===== src/rtl/apb_regfile_pkg.sv =====
// Shared definitions for the APB register file: FSM state encoding and response codes.
package apb_regfile_pkg;

  typedef enum logic {
    StIdle   = 1'b0,
    StAccess = 1'b1
  } apb_state_e;

  localparam logic RespOkay = 1'b0;
  localparam logic RespErr  = 1'b1;

endpackage


===== src/rtl/apb_regfile_if.sv =====
// APB bus bundle between a bridge (master) and the register file (slave).
interface apb_regfile_if #(
  parameter int unsigned DATA_W = 8,
  parameter int unsigned ADDR_W = 8
);

  logic [ADDR_W-1:0]   addr;
  logic [DATA_W-1:0]   pwdata;
  logic [DATA_W/8-1:0] pstrb;
  logic                pwrite;
  logic                psel;
  logic                penable;
  logic [DATA_W-1:0]   prdata;
  logic                pready;
  logic                pslverr;

  modport master (
    output addr, pwdata, pstrb, pwrite, psel, penable,
    input  prdata, pready, pslverr
  );

  modport slave (
    input  addr, pwdata, pstrb, pwrite, psel, penable,
    output prdata, pready, pslverr
  );

endinterface


===== src/rtl/apb_wait_ctr.sv =====
// Loadable down-counter for APB wait states; zero flags the end of the wait.
module apb_wait_ctr #(
  parameter int unsigned CNT_W = 4
) (
  input  logic             clk,
  input  logic             reset,
  input  logic             load,
  input  logic [CNT_W-1:0] load_val,
  input  logic             dec,
  output logic             zero
);

  logic [CNT_W-1:0] cnt_q;

  always_ff @(posedge clk or negedge reset) begin
    if (!reset) begin
      cnt_q <= '0;
    end else if (load) begin
      cnt_q <= load_val;
    end else if (dec && (cnt_q != '0)) begin
      cnt_q <= cnt_q - 1'b1;
    end
  end

  assign zero = (cnt_q == '0);

endmodule


===== src/rtl/apb_regfile.sv =====
// Parametrised APB slave register bank with byte strobes, wait states, slave error on
// out-of-range addresses and a sticky protocol-violation flag.
module apb_regfile
  import apb_regfile_pkg::*;
#(
  parameter int unsigned DATA_W      = 8,
  parameter int unsigned ADDR_W      = 8,
  parameter int unsigned DEPTH       = 8,
  parameter int unsigned WAIT_CYCLES = 0,
  parameter int unsigned CNT_W       = 4
) (
  input  logic            clk,
  input  logic            reset,
  apb_regfile_if.slave    bus,
  output logic            proto_err,
  input  logic            err_clr
);

  localparam int unsigned NBYTES = DATA_W / 8;
  localparam int unsigned IDX_W  = (DEPTH > 1) ? $clog2(DEPTH) : 1;
  localparam logic [CNT_W-1:0] WaitVal = CNT_W'(WAIT_CYCLES);

  apb_state_e           state_q;
  logic [IDX_W-1:0]     idx_q;
  logic [DATA_W-1:0]    pwdata_q;
  logic [NBYTES-1:0]    pstrb_q;
  logic                 pwrite_q;
  logic                 err_q;
  logic [DATA_W-1:0]    prdata_q;
  logic                 proto_err_q;
  logic [DATA_W-1:0]    mem_q [DEPTH];

  logic in_access, cnt_zero, pready, setup, complete, commit;
  logic viol_idle, viol_abort, proto_viol, addr_err;

  always_comb begin
    in_access  = (state_q == StAccess);
    pready     = in_access && cnt_zero;
    // A new SETUP is accepted from IDLE or in the final ACCESS cycle (back-to-back).
    setup      = bus.psel && !bus.penable && (!in_access || pready);
    complete   = in_access && pready && bus.psel && bus.penable;
    commit     = complete && pwrite_q && !err_q;
    viol_idle  = !in_access && bus.psel && bus.penable;
    viol_abort = in_access && !pready && !(bus.psel && bus.penable);
    proto_viol = viol_idle || viol_abort;
    addr_err   = 32'(bus.addr) >= DEPTH;
  end

  apb_wait_ctr #(
    .CNT_W(CNT_W)
  ) u_wait_ctr (
    .clk     (clk),
    .reset   (reset),
    .load    (setup),
    .load_val(WaitVal),
    .dec     (in_access),
    .zero    (cnt_zero)
  );

  always_ff @(posedge clk or negedge reset) begin
    if (!reset) begin
      state_q     <= StIdle;
      idx_q       <= '0;
      pwdata_q    <= '0;
      pstrb_q     <= '0;
      pwrite_q    <= 1'b0;
      err_q       <= 1'b0;
      prdata_q    <= '0;
      proto_err_q <= 1'b0;
      for (int i = 0; i < DEPTH; i++) begin
        mem_q[i] <= '0;
      end
    end else begin
      // A violation in the same cycle as err_clr keeps the flag set.
      proto_err_q <= proto_viol || (proto_err_q && !err_clr);

      if (setup) begin
        idx_q    <= bus.addr[IDX_W-1:0];
        pwdata_q <= bus.pwdata;
        pstrb_q  <= bus.pstrb;
        pwrite_q <= bus.pwrite;
        err_q    <= addr_err;
        if (!bus.pwrite) begin
          prdata_q <= addr_err ? '0 : mem_q[bus.addr[IDX_W-1:0]];
        end
      end

      if (commit) begin
        for (int b = 0; b < NBYTES; b++) begin
          if (pstrb_q[b]) begin
            mem_q[idx_q][b*8 +: 8] <= pwdata_q[b*8 +: 8];
          end
        end
      end

      unique case (state_q)
        StIdle: begin
          if (setup) state_q <= StAccess;
        end
        StAccess: begin
          if (setup) begin
            state_q <= StAccess;
          end else if (pready || viol_abort) begin
            state_q <= StIdle;
          end
        end
        default: state_q <= StIdle;
      endcase
    end
  end

  assign bus.prdata  = prdata_q;
  assign bus.pready  = pready;
  assign bus.pslverr = (pready && err_q) ? RespErr : RespOkay;
  assign proto_err   = proto_err_q;

endmodule

===== src/flat_wrapper.sv =====
// flat-port wrapper written by rule: the top's interface ports become plain ports
module apb_regfile_flat import apb_regfile_pkg::*;
#(
  parameter int unsigned DATA_W      = 8,
  parameter int unsigned ADDR_W      = 8,
  parameter int unsigned DEPTH       = 8,
  parameter int unsigned WAIT_CYCLES = 0,
  parameter int unsigned CNT_W       = 4
)
  (clk, reset, proto_err, err_clr, bus_addr, bus_pwdata, bus_pstrb, bus_pwrite, bus_psel, bus_penable, bus_prdata, bus_pready, bus_pslverr);
  apb_regfile_if #(.DATA_W(DATA_W), .ADDR_W(ADDR_W)) bus_i ();
  input  logic clk;
  input  logic reset;
  output logic proto_err;
  input  logic err_clr;
  input wire logic [$bits(bus_i.addr)-1:0] bus_addr;
  input wire logic [$bits(bus_i.pwdata)-1:0] bus_pwdata;
  input wire logic [$bits(bus_i.pstrb)-1:0] bus_pstrb;
  input wire logic [$bits(bus_i.pwrite)-1:0] bus_pwrite;
  input wire logic [$bits(bus_i.psel)-1:0] bus_psel;
  input wire logic [$bits(bus_i.penable)-1:0] bus_penable;
  output wire logic [$bits(bus_i.prdata)-1:0] bus_prdata;
  output wire logic [$bits(bus_i.pready)-1:0] bus_pready;
  output wire logic [$bits(bus_i.pslverr)-1:0] bus_pslverr;
  assign bus_i.addr = bus_addr;
  assign bus_i.pwdata = bus_pwdata;
  assign bus_i.pstrb = bus_pstrb;
  assign bus_i.pwrite = bus_pwrite;
  assign bus_i.psel = bus_psel;
  assign bus_i.penable = bus_penable;
  assign bus_prdata = bus_i.prdata;
  assign bus_pready = bus_i.pready;
  assign bus_pslverr = bus_i.pslverr;
  apb_regfile #(.DATA_W(DATA_W), .ADDR_W(ADDR_W), .DEPTH(DEPTH), .WAIT_CYCLES(WAIT_CYCLES), .CNT_W(CNT_W)) u_core (.clk(clk), .reset(reset), .bus(bus_i), .proto_err(proto_err), .err_clr(err_clr));
endmodule

===== config.mk =====
export PLATFORM = sky130hd
export DESIGN_NAME = apb_regfile_flat
export DESIGN_NICKNAME = d
export VERILOG_FILES = /design/src/rtl/apb_regfile_pkg.sv /design/src/rtl/apb_regfile_if.sv /design/src/rtl/apb_wait_ctr.sv /design/src/rtl/apb_regfile.sv /design/src/flat_wrapper.sv
export SDC_FILE = /design/constraint.sdc
export NUM_CORES = 1
export LEC_CHECK = 0
export ABC_AREA = 1
export CORE_ASPECT_RATIO = 1.75
export CORE_MARGIN = 2
export CORE_UTILIZATION = 35
export CTS_CLUSTER_SIZE = 30
export DETAILED_ROUTE_END_ITERATION = 10
export HOLD_SLACK_MARGIN = 0.15
export PLACE_DENSITY = 0.66
export SLEW_MARGIN = 10
export SYNTH_ARGS = -nofsm -noshare
export SYNTH_HDL_FRONTEND = slang
export SYNTH_HIERARCHICAL = 1
export SYNTH_SLANG_ARGS = --single-unit

===== constraint.sdc =====
create_clock -name clk -period 2.1 [get_ports clk]
set_clock_uncertainty 0.2 [all_clocks]
set_input_delay 0.315 -clock clk [delete_from_list [all_inputs] [get_ports clk]]
set_output_delay 0.315 -clock clk [all_outputs]
set_load 0.005 [all_outputs]

==> results.txt <==
- Largest voltage drop on the vdd net: 0.6581 mV
- Of the synthesized area, sequential elements account for 0.5293.
* Via density per instance: between 4 and 5
- Detailed placement finished with a half-perimeter wire length of 7332 um.
* Compound-Gate Fraction of Synth Area: 0.09465
- Die Footprint: about 13000 um^2
- The placed instances occupy a cell area of a little over 5000 um^2.
- Data arrives at the worst endpoint at roughly 1500 ps.
* Leakage Power: approximately 2.6 nW
- Unrepaired setup endpoints after global routing: no
- Clk pin slew, worst setup/hold paths: about 70 ps
- Via count of the routed design: around 3700
- The number of hold-slack violations in the final timing report is 0.
- Required time reported for the critical path endpoint: between 1500 and 2000 ps
- Combined area of all synthesized cells: between 4000 and 5000 um^2
- Count of port buffers added during placement: 33
* Fraction of power consumed by the clock network: 0.356
* Final TNS setup: 0 ps
- Longest individual stage delay on the worst path: just over 400 ps
* Pint: around 3.2 mW
* Reg-to-reg startpoint: u_core/u_wait_ctr/cnt_q[0]$_DFFE_PN0P_
- Area occupied by multi-input gates: 1720 um^2
* Simple-gate area share of the yosys netlist: 0.2917
- Crit share post-route: 0.9463
- Clock latency on the worst-skew pair, taken at its later pin, is 340 ps.
- Maximum number of pins on one net before global-route repair: 44
* Sequential cell area in the final layout: 2302 um^2
- After synthesis the netlist holds a flip-flop and latch count of 92.
- The count of nets left with antenna violations once routing finished came out at 0.
* Net count of the finished layout: 624
- Number of distinct standard cells referenced by the synthesized netlist: 24
- The filler cells instantiated in the layout total approximately 1200.
- Max stage delay cell, worst path: sky130_fd_sc_hd__dfrtp_1
- The core region is between 10000 and 15000 um^2.
- Layout overhead on the synthesized area: 25.37%
* Total congestion overflow: 0
- Cells traversed along the worst timing path: inv_2, ha_4, nand2_2, inv_2, nand2_2, nor2_1, dlygate4sd2_1
- In this run the worst path has a maximum fanout of 3.
- Together, buffers and inverters on the worst path number 3.
- Fraction of layout cells with a size suffix above 1: 0.1157
- Logic depth of the worst register-to-register path: 11
- Setup violations remaining at the end of the flow were counted as 0.
- Final non-filler cell area: around 5500 um^2
- Number of pins with negative max-slew slack in the final report: 0
- Row count: 53
- The floorplan step set the die height to ~150 um.
- Subtracting the final worst setup slack from the clock period gives slightly below 2000 ps.
- The root buffer cell chosen for the clock tree is sky130_fd_sc_hd__clkbuf_16.
- The H-tree was split into 3 levels.
* Initial antenna violation count: 0
* Vias in the first global route: around 3700
- Combinational family with the most area after synthesis: simple AND/OR/NAND/NOR gates
* Number of primary I/O pins: 34
* Max-cap check violation count: 0
- STA classifies the critical path endpoint as an output pin.
- The first global-routing pass estimated 17640 um of wire.
* Global router's overall resource usage: 0.1724
- The die is around 90 um wide.
* Destination of the worst register-to-register timing path: u_core/mem_q[33]$_DFFE_PN0P_
- TritonCTS created 9 clock buffers.
* Routed wire length: 10380 um
* Class of the most critical setup path: reg2out
- TritonCTS built the clock tree.
* Number of design-rule violations left by the first detailed-router iteration: ~240
- For this design the ratio of total power to cell area is 830.9 nW/um^2.
* Synth Area in XOR/XNOR: 0
- The worst setup path is launched from a register.
* Power share of the sequential group: 0.443
- The cell count after synthesis came out at approximately 540.
- Starting utilization of the core area: 0.3604
- For this run, the number of Yosys warnings is 6.
* Adder-cell area share of the yosys netlist: 0.002877
- DRC violation count after routing: 0
- Of the total power, combinational logic draws 0.201.
- The setup check on the worst reg-to-reg path leaves a slack of 140 ps.
- Measured against the total synthesized area, the mux share comes to 0.
* Gp weighted congestion: between 0.7 and 0.8
- Clock tree synthesis found a total of 92 sinks.
- Run status: finished clean
* Iteration count of the initial detailed-routing pass: 4
- The repair_antennas step left the layout with diodes totalling 0.
- The worst hold path belongs to the class in2async.
- Maximum clock rate: about 500 MHz
- Of the total power, the share spent switching nets is 0.2956.
- Maximum count of clock buffers along a single path: 2
* Total net switching power: 1.339 mW
- Syn avg cell area: roughly 8.0 um^2
- Critical path's top delay family: flip-flops
- DR WL/cell: between 10 and 15 um
[metrics by stage]
step / power [mW] / worst slack, ps / hold WS, ps / instances / util
global placement: 2.845 / 48.26 / 71.97 / 750 / 0.4235
detailed placement: 2.883 / 32.28 / 83.28 / 750 / 0.4235
finish: 4.530 / 112.7 / 259.4 / 770 / 0.4518
global route: 4.782 / 7.969 / 306.9 / 770 / 0.4518
floorplan: 2.534 / 93.63 / -180.6 / 545 / -
CTS: 4.577 / 80.96 / 264.6 / 770 / 0.4518
[Yosys cell counts]
cell | number | area (um^2)
sky130_fd_sc_hd__nand3_1 | 51 | 255.2
sky130_fd_sc_hd__nand3b_1 | 3 | 22.52
sky130_fd_sc_hd__clkbuf_1 | 4 | 15.01
sky130_fd_sc_hd__ha_1 | 1 | 12.51
sky130_fd_sc_hd__inv_2 | 1 | 3.750
sky130_fd_sc_hd__nor2_8 | 1 | 20.02
sky130_fd_sc_hd__o21ai_0 | 65 | 325.3
sky130_fd_sc_hd__clkinv_1 | 3 | 11.26
sky130_fd_sc_hd__nand2_4 | 1 | 11.26
sky130_fd_sc_hd__o221ai_1 | 1 | 8.760
sky130_fd_sc_hd__nand3_2 | 8 | 80.08
sky130_fd_sc_hd__nor2_2 | 2 | 12.51
sky130_fd_sc_hd__dfrtp_1 | 92 | 2302
sky130_fd_sc_hd__o21a_1 | 1 | 7.510
sky130_fd_sc_hd__o21ai_1 | 14 | 70.07
sky130_fd_sc_hd__nor2_4 | 1 | 11.26
sky130_fd_sc_hd__nor2_1 | 14 | 52.55
sky130_fd_sc_hd__buf_2 | 10 | 50.05
sky130_fd_sc_hd__nand2_2 | 3 | 18.77
sky130_fd_sc_hd__conb_1 | 1 | 3.750
sky130_fd_sc_hd__buf_6 | 7 | 78.83
sky130_fd_sc_hd__nand2_1 | 206 | 773.2
sky130_fd_sc_hd__inv_1 | 51 | 191.4
sky130_fd_sc_hd__nand3b_2 | 1 | 11.26
[cell type report]
cell class / count / share of cell area
sequential: 92 / 0.4222
multi-input combinational: 377 / 0.3155
timing repair buffer: 65 / 0.1317
clock buffer: 9 / 0.04130
inverter: 55 / 0.03786
tap: 165 / 0.03786
clock inverter: 7 / 0.01354
[layer usage]
layer	track usage	wire length (um)	part of all wire	vias to the layer above
met5	0	0	0	-
met4	0.07803	273	0.026	0
met3	0.03088	415	0.040	21
met2	0.3049	5590	0.54	90
met1	0.1989	4104	0.40	1765
li1	-	-	-	1830
[kinds of logic after synthesis]
logic type / Yosys count
and+or+nand+nor: 291
DFF: 92
AOI/OAI and AO/OA: 81
buffers and inverters: 76
adders and majority gates: 1
other: 1
[worst register-to-register path, stage by stage (launching register included)]
cell                      delay, ps
sky130_fd_sc_hd__dfrtp_1        410
sky130_fd_sc_hd__inv_2           80
sky130_fd_sc_hd__ha_4           140
sky130_fd_sc_hd__nand2_2         60
sky130_fd_sc_hd__inv_2           60
sky130_fd_sc_hd__nand2_2         60
sky130_fd_sc_hd__buf_4          150
sky130_fd_sc_hd__nor2_8         170
sky130_fd_sc_hd__nand3_2        170
sky130_fd_sc_hd__buf_12         170
sky130_fd_sc_hd__nand2_1         60
sky130_fd_sc_hd__o21ai_0         90
[layout by cell type (no fill, tap or decap), drive strengths merged]
master / n
buf: 32
nand2: 210
clkbuf: 9
dlygate4sd3: 1
dfrtp: 92
clkdlybuf4s50: 30
conb: 4
bufinv: 1
o21a: 1
inv: 54
o21ai: 79
nand3b: 4
dlygate4sd2: 2
ha: 1
clkinv: 6
nand3: 59
o221ai: 1
clkinvlp: 1
nor2: 18
[worst max-delay path by stage]
stage / from / to / slack (ps) / cells after the start
after global routing: u_core/u_wait_ctr/cnt_q[0]$_DFFE_PN0P_ / bus_pslverr / 8 / 7
after detailed placement: u_core/u_wait_ctr/cnt_q[0]$_DFFE_PN0P_ / bus_pslverr / 30 / 7
after CTS: u_core/u_wait_ctr/cnt_q[0]$_DFFE_PN0P_ / u_core/mem_q[39]$_DFFE_PN0P_ / 80 / 10
after floorplan: u_core/u_wait_ctr/cnt_q[0]$_DFFE_PN0P_ / u_core/u_wait_ctr/cnt_q[3]$_DFFE_PN0P_ / 90 / 14
final: u_core/u_wait_ctr/cnt_q[0]$_DFFE_PN0P_ / bus_pslverr / 110 / 7
after global placement: u_core/u_wait_ctr/cnt_q[0]$_DFFE_PN0P_ / bus_pslverr / 50 / 7
[timing repair]
action / in CTS / in global routing
resized for setup: 7 / 2
endpoints found under the setup margin: 2 / 3
setup buffers: 3 / 0
hold buffers: 1 / 0
endpoints found under the hold margin: 72 / 0
gates cloned: 0 / 0
pin swaps: 2 / 1
[state kept, by name, summed over array words and instances, names as in the netlist]
name and cells:
u_core/pwdata_q 8, u_core/proto_err 1, u_core/u_wait_ctr/cnt_q 4, u_core/err_q 1
u_core/pwrite_q 1, u_core/in_access 1, u_core/mem_q 64, u_core/idx_q 3
u_core/bus.prdata 8, u_core/pstrb_q 1
[power groups by stage]
stage	logic, mW	registers (mW)	clock network [mW]
6_report	0.911	2.01	1.61
5_1_grt	1.03	2.02	1.73
4_1_cts	0.916	2.00	1.66
3_5_place_dp	0.848	2.04	0
3_3_place_gp	0.819	2.03	0
2_1_floorplan	0.511	2.02	0
(Power assumes the default switching activity.)
